[config.mk]
export PLATFORM = sky130hd
export DESIGN_NAME = ir_fetch_unit
export DESIGN_NICKNAME = d
export VERILOG_FILES = /design/src/rtl/ir_fetch_unit_pkg.sv /design/src/rtl/ir_fetch_unit_timeout_ctr.sv /design/src/rtl/ir_fetch_unit.sv
export SDC_FILE = /design/constraint.sdc
export NUM_CORES = 1
export LEC_CHECK = 0
export ABC_AREA = 1
export BUFFER_PORTS_ARGS = -buffer_cell sky130_fd_sc_hd__buf_4
export CORE_MARGIN = 2
export CORE_UTILIZATION = 50
export CTS_CLUSTER_SIZE = 25
export DETAILED_ROUTE_END_ITERATION = 8
export PLACE_DENSITY_LB_ADDON = 0.12
export SYNTH_ARGS = -nofsm -noshare
export SYNTH_HDL_FRONTEND = slang
export SYNTH_SLANG_ARGS = --single-unit
[constraint.sdc]
create_clock -name clk -period 3.4 [get_ports clk]
set_input_delay 0.34 -clock clk [delete_from_list [all_inputs] [get_ports clk]]
set_output_delay 0.34 -clock clk [all_outputs]
set_load 0.01 [all_outputs]
[src/rtl/ir_fetch_unit_pkg.sv]
// Shared types and constants for the instruction-fetch stage.
package ir_fetch_unit_pkg;

    localparam int unsigned ADDR_W = 32;
    localparam int unsigned DATA_W = 32;
    localparam int unsigned CTR_W  = 8;

    localparam int unsigned        TIMEOUT_DEFAULT  = 16;
    localparam logic [DATA_W-1:0]  NOP_WORD_DEFAULT = 32'hE1A0_0000;
    localparam logic [CTR_W-1:0]   CTR_MAX          = '1;

    typedef enum logic [1:0] {
        ST_IDLE  = 2'd0,
        ST_REQ   = 2'd1,
        ST_VALID = 2'd2
    } fetch_state_e;

    function automatic logic [ADDR_W-1:0] word_align(input logic [ADDR_W-1:0] addr);
        return addr & ~ADDR_W'(3);
    endfunction

endpackage

[src/rtl/ir_fetch_unit_timeout_ctr.sv]
// Saturating wait-cycle counter with clear/enable and a terminal-count flag at LIMIT-1.
module ir_fetch_unit_timeout_ctr
    import ir_fetch_unit_pkg::*;
#(
    parameter int unsigned LIMIT = TIMEOUT_DEFAULT
) (
    input  logic clk,
    input  logic rst,
    input  logic clr_i,
    input  logic en_i,
    output logic tc_c_o
);

    logic [CTR_W-1:0] cnt_q;
    logic [CTR_W-1:0] cnt_d;

    always_comb begin
        cnt_d = cnt_q;
        if (clr_i) begin
            cnt_d = '0;
        end else if (en_i && (cnt_q != CTR_MAX)) begin
            cnt_d = cnt_q + CTR_W'(1);
        end
    end

    always_ff @(posedge clk or posedge rst) begin
        if (rst) begin
            cnt_q <= '0;
        end else begin
            cnt_q <= cnt_d;
        end
    end

    assign tc_c_o = (cnt_q == CTR_W'(LIMIT - 1));

endmodule

[src/rtl/ir_fetch_unit.sv]
// Instruction-fetch stage: one imem read per write_ir request, with timeout
// substitution of NOP_WORD and a flush path for redirected fetches.
module ir_fetch_unit
    import ir_fetch_unit_pkg::*;
#(
    parameter int unsigned       TIMEOUT  = TIMEOUT_DEFAULT,
    parameter logic [DATA_W-1:0] NOP_WORD = NOP_WORD_DEFAULT
) (
    input  logic              clk,
    input  logic              rst,
    input  logic              write_ir,
    input  logic              flush,
    input  logic [ADDR_W-1:0] pc,
    input  logic [DATA_W-1:0] imem_rdata,
    input  logic              imem_ack,
    output logic              imem_req,
    output logic [ADDR_W-1:0] imem_addr,
    output logic [DATA_W-1:0] IR,
    output logic [DATA_W-1:0] IR_buf,
    output logic              W_IR_valid,
    output logic              fetch_err
);

    fetch_state_e      state_q;
    logic              armed_q;
    logic              req_q;
    logic [ADDR_W-1:0] addr_q;
    logic [DATA_W-1:0] ir_q;
    logic [DATA_W-1:0] ir_buf_q;
    logic              valid_q;
    logic              err_q;

    logic fetch_start_c;
    logic ctr_en_c;
    logic ctr_tc_c;

    // A new fetch needs write_ir to have been seen low since the previous one.
    assign fetch_start_c = (state_q == ST_IDLE) && write_ir && armed_q && !flush;
    assign ctr_en_c      = (state_q == ST_REQ) && !flush && !imem_ack && !ctr_tc_c;

    ir_fetch_unit_timeout_ctr #(
        .LIMIT (TIMEOUT)
    ) u_fetch_timeout_ctr (
        .clk    (clk),
        .rst    (rst),
        .clr_i  (fetch_start_c),
        .en_i   (ctr_en_c),
        .tc_c_o (ctr_tc_c)
    );

    always_ff @(posedge clk or posedge rst) begin
        if (rst) begin
            state_q  <= ST_IDLE;
            armed_q  <= 1'b1;
            req_q    <= 1'b0;
            addr_q   <= '0;
            ir_q     <= '0;
            ir_buf_q <= '0;
            valid_q  <= 1'b0;
            err_q    <= 1'b0;
        end else begin
            if (!write_ir) begin
                armed_q <= 1'b1;
            end
            case (state_q)
                ST_IDLE: begin
                    if (fetch_start_c) begin
                        addr_q  <= word_align(pc);
                        req_q   <= 1'b1;
                        armed_q <= 1'b0;
                        state_q <= ST_REQ;
                    end
                end
                // Flush beats ack beats timeout.
                ST_REQ: begin
                    if (flush) begin
                        req_q   <= 1'b0;
                        state_q <= ST_IDLE;
                    end else if (imem_ack) begin
                        ir_q     <= imem_rdata;
                        ir_buf_q <= imem_rdata;
                        req_q    <= 1'b0;
                        valid_q  <= 1'b1;
                        state_q  <= ST_VALID;
                    end else if (ctr_tc_c) begin
                        ir_q     <= NOP_WORD;
                        ir_buf_q <= NOP_WORD;
                        err_q    <= 1'b1;
                        req_q    <= 1'b0;
                        valid_q  <= 1'b1;
                        state_q  <= ST_VALID;
                    end
                end
                ST_VALID: begin
                    valid_q <= 1'b0;
                    state_q <= ST_IDLE;
                end
                default: begin
                    req_q   <= 1'b0;
                    valid_q <= 1'b0;
                    state_q <= ST_IDLE;
                end
            endcase
        end
    end

    assign imem_req   = req_q;
    assign imem_addr  = addr_q;
    assign IR         = ir_q;
    assign IR_buf     = ir_buf_q;
    assign fetch_err  = err_q;
    // A flush during the valid cycle suppresses the pulse without waiting for an edge.
    assign W_IR_valid = valid_q && !flush;

endmodule

==> reports/qor.yml, run 1 <==
sta:
  tightest_slew_ps: 883.8
  slew_viol_final: 0
  setup_violations: 0
  hold_viol_final: 0
  clock_skew_ps: 9.117
  tns_ps: 0
  slew_headroom_pct: 41.01
  final.min_clock_period_ps: 1775
  rsz0062_at_grt: "false"
  finalCritPeriodShare_pct: 52.22
  timing.final.ws_setup_ps: 1625
  fmax_mhz: 563.2
  hold_ws_ps: 151.1
cells_and_area:
  mostFrequentLayoutCells: "buf_4 (166), nand2_1 (146), dfrtp_1 (75)"
  fin_util_pct: 69.96
  fill_cells: 565
  final_common_cell: "buf_4"
  drive_above_1_share_pct: 39.59
  area_growth_syn_to_layout_pct: 33.99
  antennaDiodeCount: 0
  design_area_mm2: 0.004780
  final_cells: 629
  nets: 599
worst_setup_path:
  crit_fanout: 34
  critPathMaxStageDelay_ps: 440
  slowest_stage: "dfrtp_1"
  path_cells: "nor2_2 -> nand2_2 -> inv_4 -> nand2_4 -> nand2_4 -> nor2_1 -> nor2_1"
  path_class: "reg -> reg"
  start_kind: "register"
  ff2ff_setup_slack_ps: 1620
  worstPathArrival_ps: 2040
  crit_path_end_kind: "register"
  cp.required_ps: 3660
clock_tree:
  cts-resized-gates: 0
  cts_buffers: 9
  clk_path_buf_depth: 2
  root_buffer: "clkbuf_8"
  clock-sinks: 76
  htree_num_levels: 3
  tritoncts: "built"
  clkTransAtPathRegs_ps: 70
  worst_skew_pair.late_latency_ps: 340
placed_design:
  dp_slack_ps: 1581
  placement.io_buffers: 163
  post-place-cells: 613
  hpwlAfterDp_um: 6012
  placedInstanceArea_mm2: 0.004586
  gp_congestion: 0.8174
synthesis:
  ys_types: 25
  synth_seq_cells: 76
  ys_warn_count: 0
  synth.avg_cell_area_um2: 8.896
  ys.flop_type: "dfrtp_1"
  synth_edf_count: 0
  syn_area_mm2: 0.003567
  synth.yosys.seq_area_share_pct: 53.35
  synth-async-reset-ratio_pct: 100.0
  synthCells: 401
floorplan:
  fp-row-count: 30
  die_area_mm2: 0.007826
  core_mm2: 0.006832
  start_util_pct: 52.22
  fp.dieH_um: 88.47
  die_w_um: 88.47
  ios: 168
route:
  viasPerCell: 4.758
  post_drt_wl_per_cell_um: 13.35
  first_pass_iters: 4
  routed_wl_um: 8396
  drtIter0Drc: 170
  drcViolationCount: 0
  num_vias: 2993
  drtAntennaViolNets: 0
pwr:
  finalPower_mw: 3.159
  internal_power_mw: 2.131
  cellLeakagePower_nw: 2.717
  p_comb_share_pct: 36.5
  ir_drop_mv: 0.3451
  p_seq_share_pct: 42.8
  clockPowerShare_pct: 20.7
  p_sw_share_pct: 32.53
  powerDensity_mw_per_mm2: 660.9
  net-switching-power_mw: 1.028
status:
  status: "finished, final reports clean"
global_route:
  gr-usage-all-layers_pct: 22.24
  antenna_found_initial: 0
  grt_max_degree: 42
  grt_pass1_wl_um: 13460
  grt-ovfl-total: 0
  grt_pass1_vias: 2887
run:
  drv_cap: 0
min_path:
  min_path_type: "in -> reg"
-- metal layers --
metal  wire length, um  vias to the layer above  part of all wire (%)  global-route usage [%]
met3               738                       11                   8.8                   6.996
met2              4142                      126                    49                   36.91
li1                  -                     1473                     -                       -
met1              3384                     1383                    40                   27.26
met5                 0                        -                     0                       0
met4               130                        0                   1.5                   8.540
-- power groups by stage --
stage               clock network (mW)  registers [mW]  logic [mW]
global placement                     0            1.35        1.14
finish                           0.655            1.35        1.15
CTS                              0.674            1.35        1.17
global route                     0.720            1.38        1.27
detailed placement                   0            1.37        1.17
floorplan                            0            1.45       0.541
-- synth_stat cells, types with 2 or more instances --
cell type | instances | area (um2)
nand3_2 | 21 | 210.2
xor2_1 | 5 | 43.79
nand2_1 | 146 | 548.0
inv_1 | 12 | 45.04
clkbuf_1 | 5 | 18.77
nor2_2 | 2 | 12.51
nand3_1 | 45 | 225.2
buf_6 | 2 | 22.52
nand2_4 | 3 | 33.78
dfrtp_1 | 75 | 1877
buf_4 | 36 | 270.3
nand4_1 | 2 | 12.51
nor2_1 | 28 | 105.1
buf_2 | 8 | 40.04
-- area by class of cell --
cell class                      count  area [um2]  share of cell area, %
Tap cell                           96       120.1                  2.513
Multi-Input combinational cell    261        1261                  26.39
Timing Repair Buffer              167        1256                  26.28
Clock buffer                       13       148.9                  3.115
Inverter                           14       55.05                  1.152
Sequential cell                    76        1903                  39.82
Clock inverter                      2       35.03                 0.7330
-- registers in the layout (all words and copies together) (netlist names) --
register                   cells
IR_buf                        32
imem_addr                     30
u_fetch_timeout_ctr.cnt_q      8
state_q                        2
armed_q                        1
fetch_err                      1
imem_req                       1
valid_q                        1
-- logic make-up (layout without fill, tap and decap cells) --
kind of cell | after synthesis | count (layout) | synth area share [%]
buffers and inverters | 65 | 196 | 11.40
flip-flops | 76 | 76 | 53.35
XOR/XNOR | 5 | 5 | 1.228
AND/OR/NAND/NOR | 250 | 250 | 32.87
other | 1 | 2 | 0.1051
adder cells (fa/ha/maj) | 1 | 1 | 0.3507
AO/OA/AOI/OAI | 3 | 3 | 0.7014
-- critical path: cells and delay by family, from the launching register on --
kind / cells / cell delay [ps]
buf+inv: 1 / 260
simple gates: 6 / 990
flops: 1 / 440
-- path summary, 6_finish.rpt --
check	startpoint	cells past startpoint	end
hold reg to reg	armed_q	2	armed_q
min in group asynchronous	rst	3	imem_addr[7]
setup / recovery	state_q[1]	7	IR_buf[21]
setup reg to reg	state_q[1]	7	IR_buf[21]
hold / removal	write_ir	2	armed_q
max in group asynchronous	rst	4	IR_buf[23]
-- repair_timing --
item	in CTS	in global routing
hold endpoints to repair	10	0
buffers inserted	0	0
hold buffers	1	0
(Power assumes the default switching activity.)
==> run 2: changes to the inputs <==
ABC_AREA = 0   (was 1)
CORE_UTILIZATION = 46   (was 50)
clock period = 1.68 ns   (was 3.4 ns; I/O delays follow)
==> reports/qor.yml, run 2 <==
cells_and_area:
  final_common_cell: "buf_4"
  fill_cells: 545
  mostFrequentLayoutCells: "buf_4 (188), nand2_1 (99), dfrtp_1 (75)"
  antennaDiodeCount: 0
  drive_above_1_share_pct: 50.51
  seqCellArea_mm2: 0.001903
  largest_register_ff_count: 32
  multiInputGateArea_mm2: 0.001120
  nets: 554
  area_growth_syn_to_layout_pct: 48.72
  design_area_mm2: 0.004996
synthesis:
  yosysTopAreaCell: "dfrtp_1"
  synth-simple-area-share_pct: 17.58
  synthCells: 323
  synth.avg_cell_area_um2: 10.40
  ys_warn_count: 0
  ys.flop_type: "dfrtp_1"
  yosys-mux-area-fraction_pct: 0.2980
  syn_area_mm2: 0.003359
  synth.yosys.seq_area_share_pct: 56.65
  synth_xor_area_share_pct: 0.2607
  ys_types: 42
  yosys.cell_count.top_type: "nand2_1"
  synth.top_cells.by_count: "nand2_1 (100), dfrtp_1 (75), buf_4 (36), o221a_2 (20), clkbuf_1 (12)"
  synth_edf_count: 0
  synth_top_area_share_pct: 55.87
  synthAdderAreaFrac_pct: 0.3724
  synth_top_family_by_area: "simple AND/OR/NAND/NOR gates"
  synth_compound_area_share_pct: 13.18
  synth-async-reset-ratio_pct: 100.0
  synth_seq_cells: 76
  yosys-top-cells-area: "dfrtp_1 (56%), nand2_1 (11%), buf_4 (8.0%)"
worst_setup_path:
  slowest_stage: "or4_4"
  worstPathArrival_ps: 1980
  ff2ff_setup_slack_ps: -80
  crit_fanout: 6
  rr_endpoint: "u_fetch_timeout_ctr.cnt_q[2]"
  startpoint: "u_fetch_timeout_ctr.cnt_q[6]"
  setup.worst_path.end: "u_fetch_timeout_ctr.cnt_q[2]"
  path_class: "reg -> reg"
  critPathMaxStageDelay_ps: 580
  start_kind: "register"
  path_cells: "or4_4 -> o21ai_4 -> nor3b_1 -> a311o_1"
  ff2ff_path_depth: 4
  cp.required_ps: 1900
  rr_startpoint: "u_fetch_timeout_ctr.cnt_q[6]"
  crit_path_end_kind: "register"
route:
  drtIter0Drc: 85
  drtAntennaViolNets: 0
  drcViolationCount: 0
  num_vias: 2902
  post_drt_wl_per_cell_um: 14.41
  first_pass_iters: 4
  routed_wl_um: 8475
  viasPerCell: 4.935
global_route:
  grt_pass1_vias: 2686
  antenna_found_initial: 0
  grt-ovfl-total: 0
  grt_max_degree: 40
  grt_pass1_wl_um: 12840
  gr-usage-all-layers_pct: 20.94
pwr:
  p_comb_share_pct: 35.1
  ir_drop_mv: 0.5769
  p_seq_share_pct: 40.6
  p_sw_share_pct: 29.77
  clockPowerShare_pct: 24.3
  powerDensity_mw_per_mm2: 1298
  finalPower_mw: 6.485
  internal_power_mw: 4.554
  net-switching-power_mw: 1.931
  cellLeakagePower_nw: 2.571
clock_tree:
  tritoncts: "built"
  clk_path_buf_depth: 2
  clock-sinks: 76
  cts_buffers: 9
  root_buffer: "clkbuf_8"
  worst_skew_pair.late_latency_ps: 340
  clkTransAtPathRegs_ps: 80
  htree_num_levels: 3
sta:
  rsz0062_at_grt: "true"
  timing.final.ws_setup_ps: -80.01
  clock_skew_ps: 8.594
  hold_ws_ps: 10.13
  fmax_mhz: 568.2
  final.min_clock_period_ps: 1760
  hold_viol_final: 0
  finalCritPeriodShare_pct: 104.8
  setup_violations: 30
  slew_viol_final: 0
floorplan:
  ios: 168
  start_util_pct: 46.82
  core_mm2: 0.007176
  die_w_um: 89.46
  fp.dieH_um: 89.46
  die_area_mm2: 0.008003
  fp-row-count: 31
placed_design:
  placedInstanceArea_mm2: 0.004592
  placement.io_buffers: 163
  hpwlAfterDp_um: 5884
  gp_congestion: 0.8992
run:
  drv_cap: 0
min_path:
  min_path_type: "in -> reg"
status:
  status: "complete, but fails checks"
  violations: "setup timing"
[run 2: cell types whose count changed in the layout (fill, tap and decap cells not counted), sizes merged, moves of 10 or more]
cell	delta
o221a	+20
nand2	-50
nor2	-29
buf	+29
o21ai	+10
nand3	-55
[run 2: per-layer routing]
metal	share of wire, %	vias up	GRT usage [%]
met4	2.0	0	10.04
li1	-	1388	-
met1	43	1384	26.86
met5	0	-	0
met2	49	117	34.21
met3	6.8	13	3.970
[run 2: logic make-up after synthesis]
group	after synthesis
and+or+nand+nor	133
DFF	76
buffers and inverters	61
AOI/OAI and AO/OA	49
adders and majority gates	1
other	1
xor gates and xnor gates	1
muxes	1
[run 2: how the worst min path moves through the flow]
| stage | from | to | slack [ps] | cells past startpoint |
|---|---|---|---|---|
| floorplan | write_ir | armed_q | 240 | 1 |
| global placement | rst | u_fetch_timeout_ctr.cnt_q[1] | 340 | 3 |
| detailed placement | rst | imem_addr[10] | 350 | 3 |
| CTS | pc[16] | imem_addr[16] | 2 | 3 |
| global route | pc[10] | imem_addr[10] | 10 | 3 |
| finish | pc[16] | imem_addr[16] | 10 | 3 |
[run 2: repair_timing]
item                       CTS  global route
hold endpoints to repair    79             0
pin swaps                    2             4
hold buffers                 5             0
gates cloned                 1             1
buffers inserted             2             3
setup endpoints to repair   24            41
gates resized for setup      6             9
[run 2: power by group through the flow]
stage	Combinational [mW]	Clock, mW	Sequential [mW]
floorplan	1.07	0	2.83
global placement	2.23	0	2.65
detailed placement	2.28	0	2.67
CTS	2.30	1.60	2.64
global route	2.50	1.68	2.71
finish	2.27	1.58	2.63
[run 2: metrics by stage]
step                TNS (ps)  cells  util, %  worst slack, ps
global placement      -2.078    560    63.99           -1.516
detailed placement    -546.0    560    63.99           -92.10
global route           -3405    588    69.63           -163.1
finish                 -1222    588    69.63           -80.01
floorplan             -75.90    324        -           -4.897
CTS                   -693.2    584    68.82           -40.18
[run 2: cell type report]
cell class                      instances  share of cell area (%)
Inverter                                9                  0.7513
Tap cell                               99                   2.479
Multi-Input combinational cell        187                   22.41
Timing Repair Buffer                  201                   31.71
Clock inverter                          3                   1.377
Clock buffer                           13                   3.181
Sequential cell                        76                   38.09
[run 2: worst max-delay path: cells and delay by family, from the launching register on]
| kind | cells | cell delay, ps |
|---|---|---|
| simple gates | 2 | 660 |
| flops | 1 | 390 |
| compound gates | 2 | 580 |
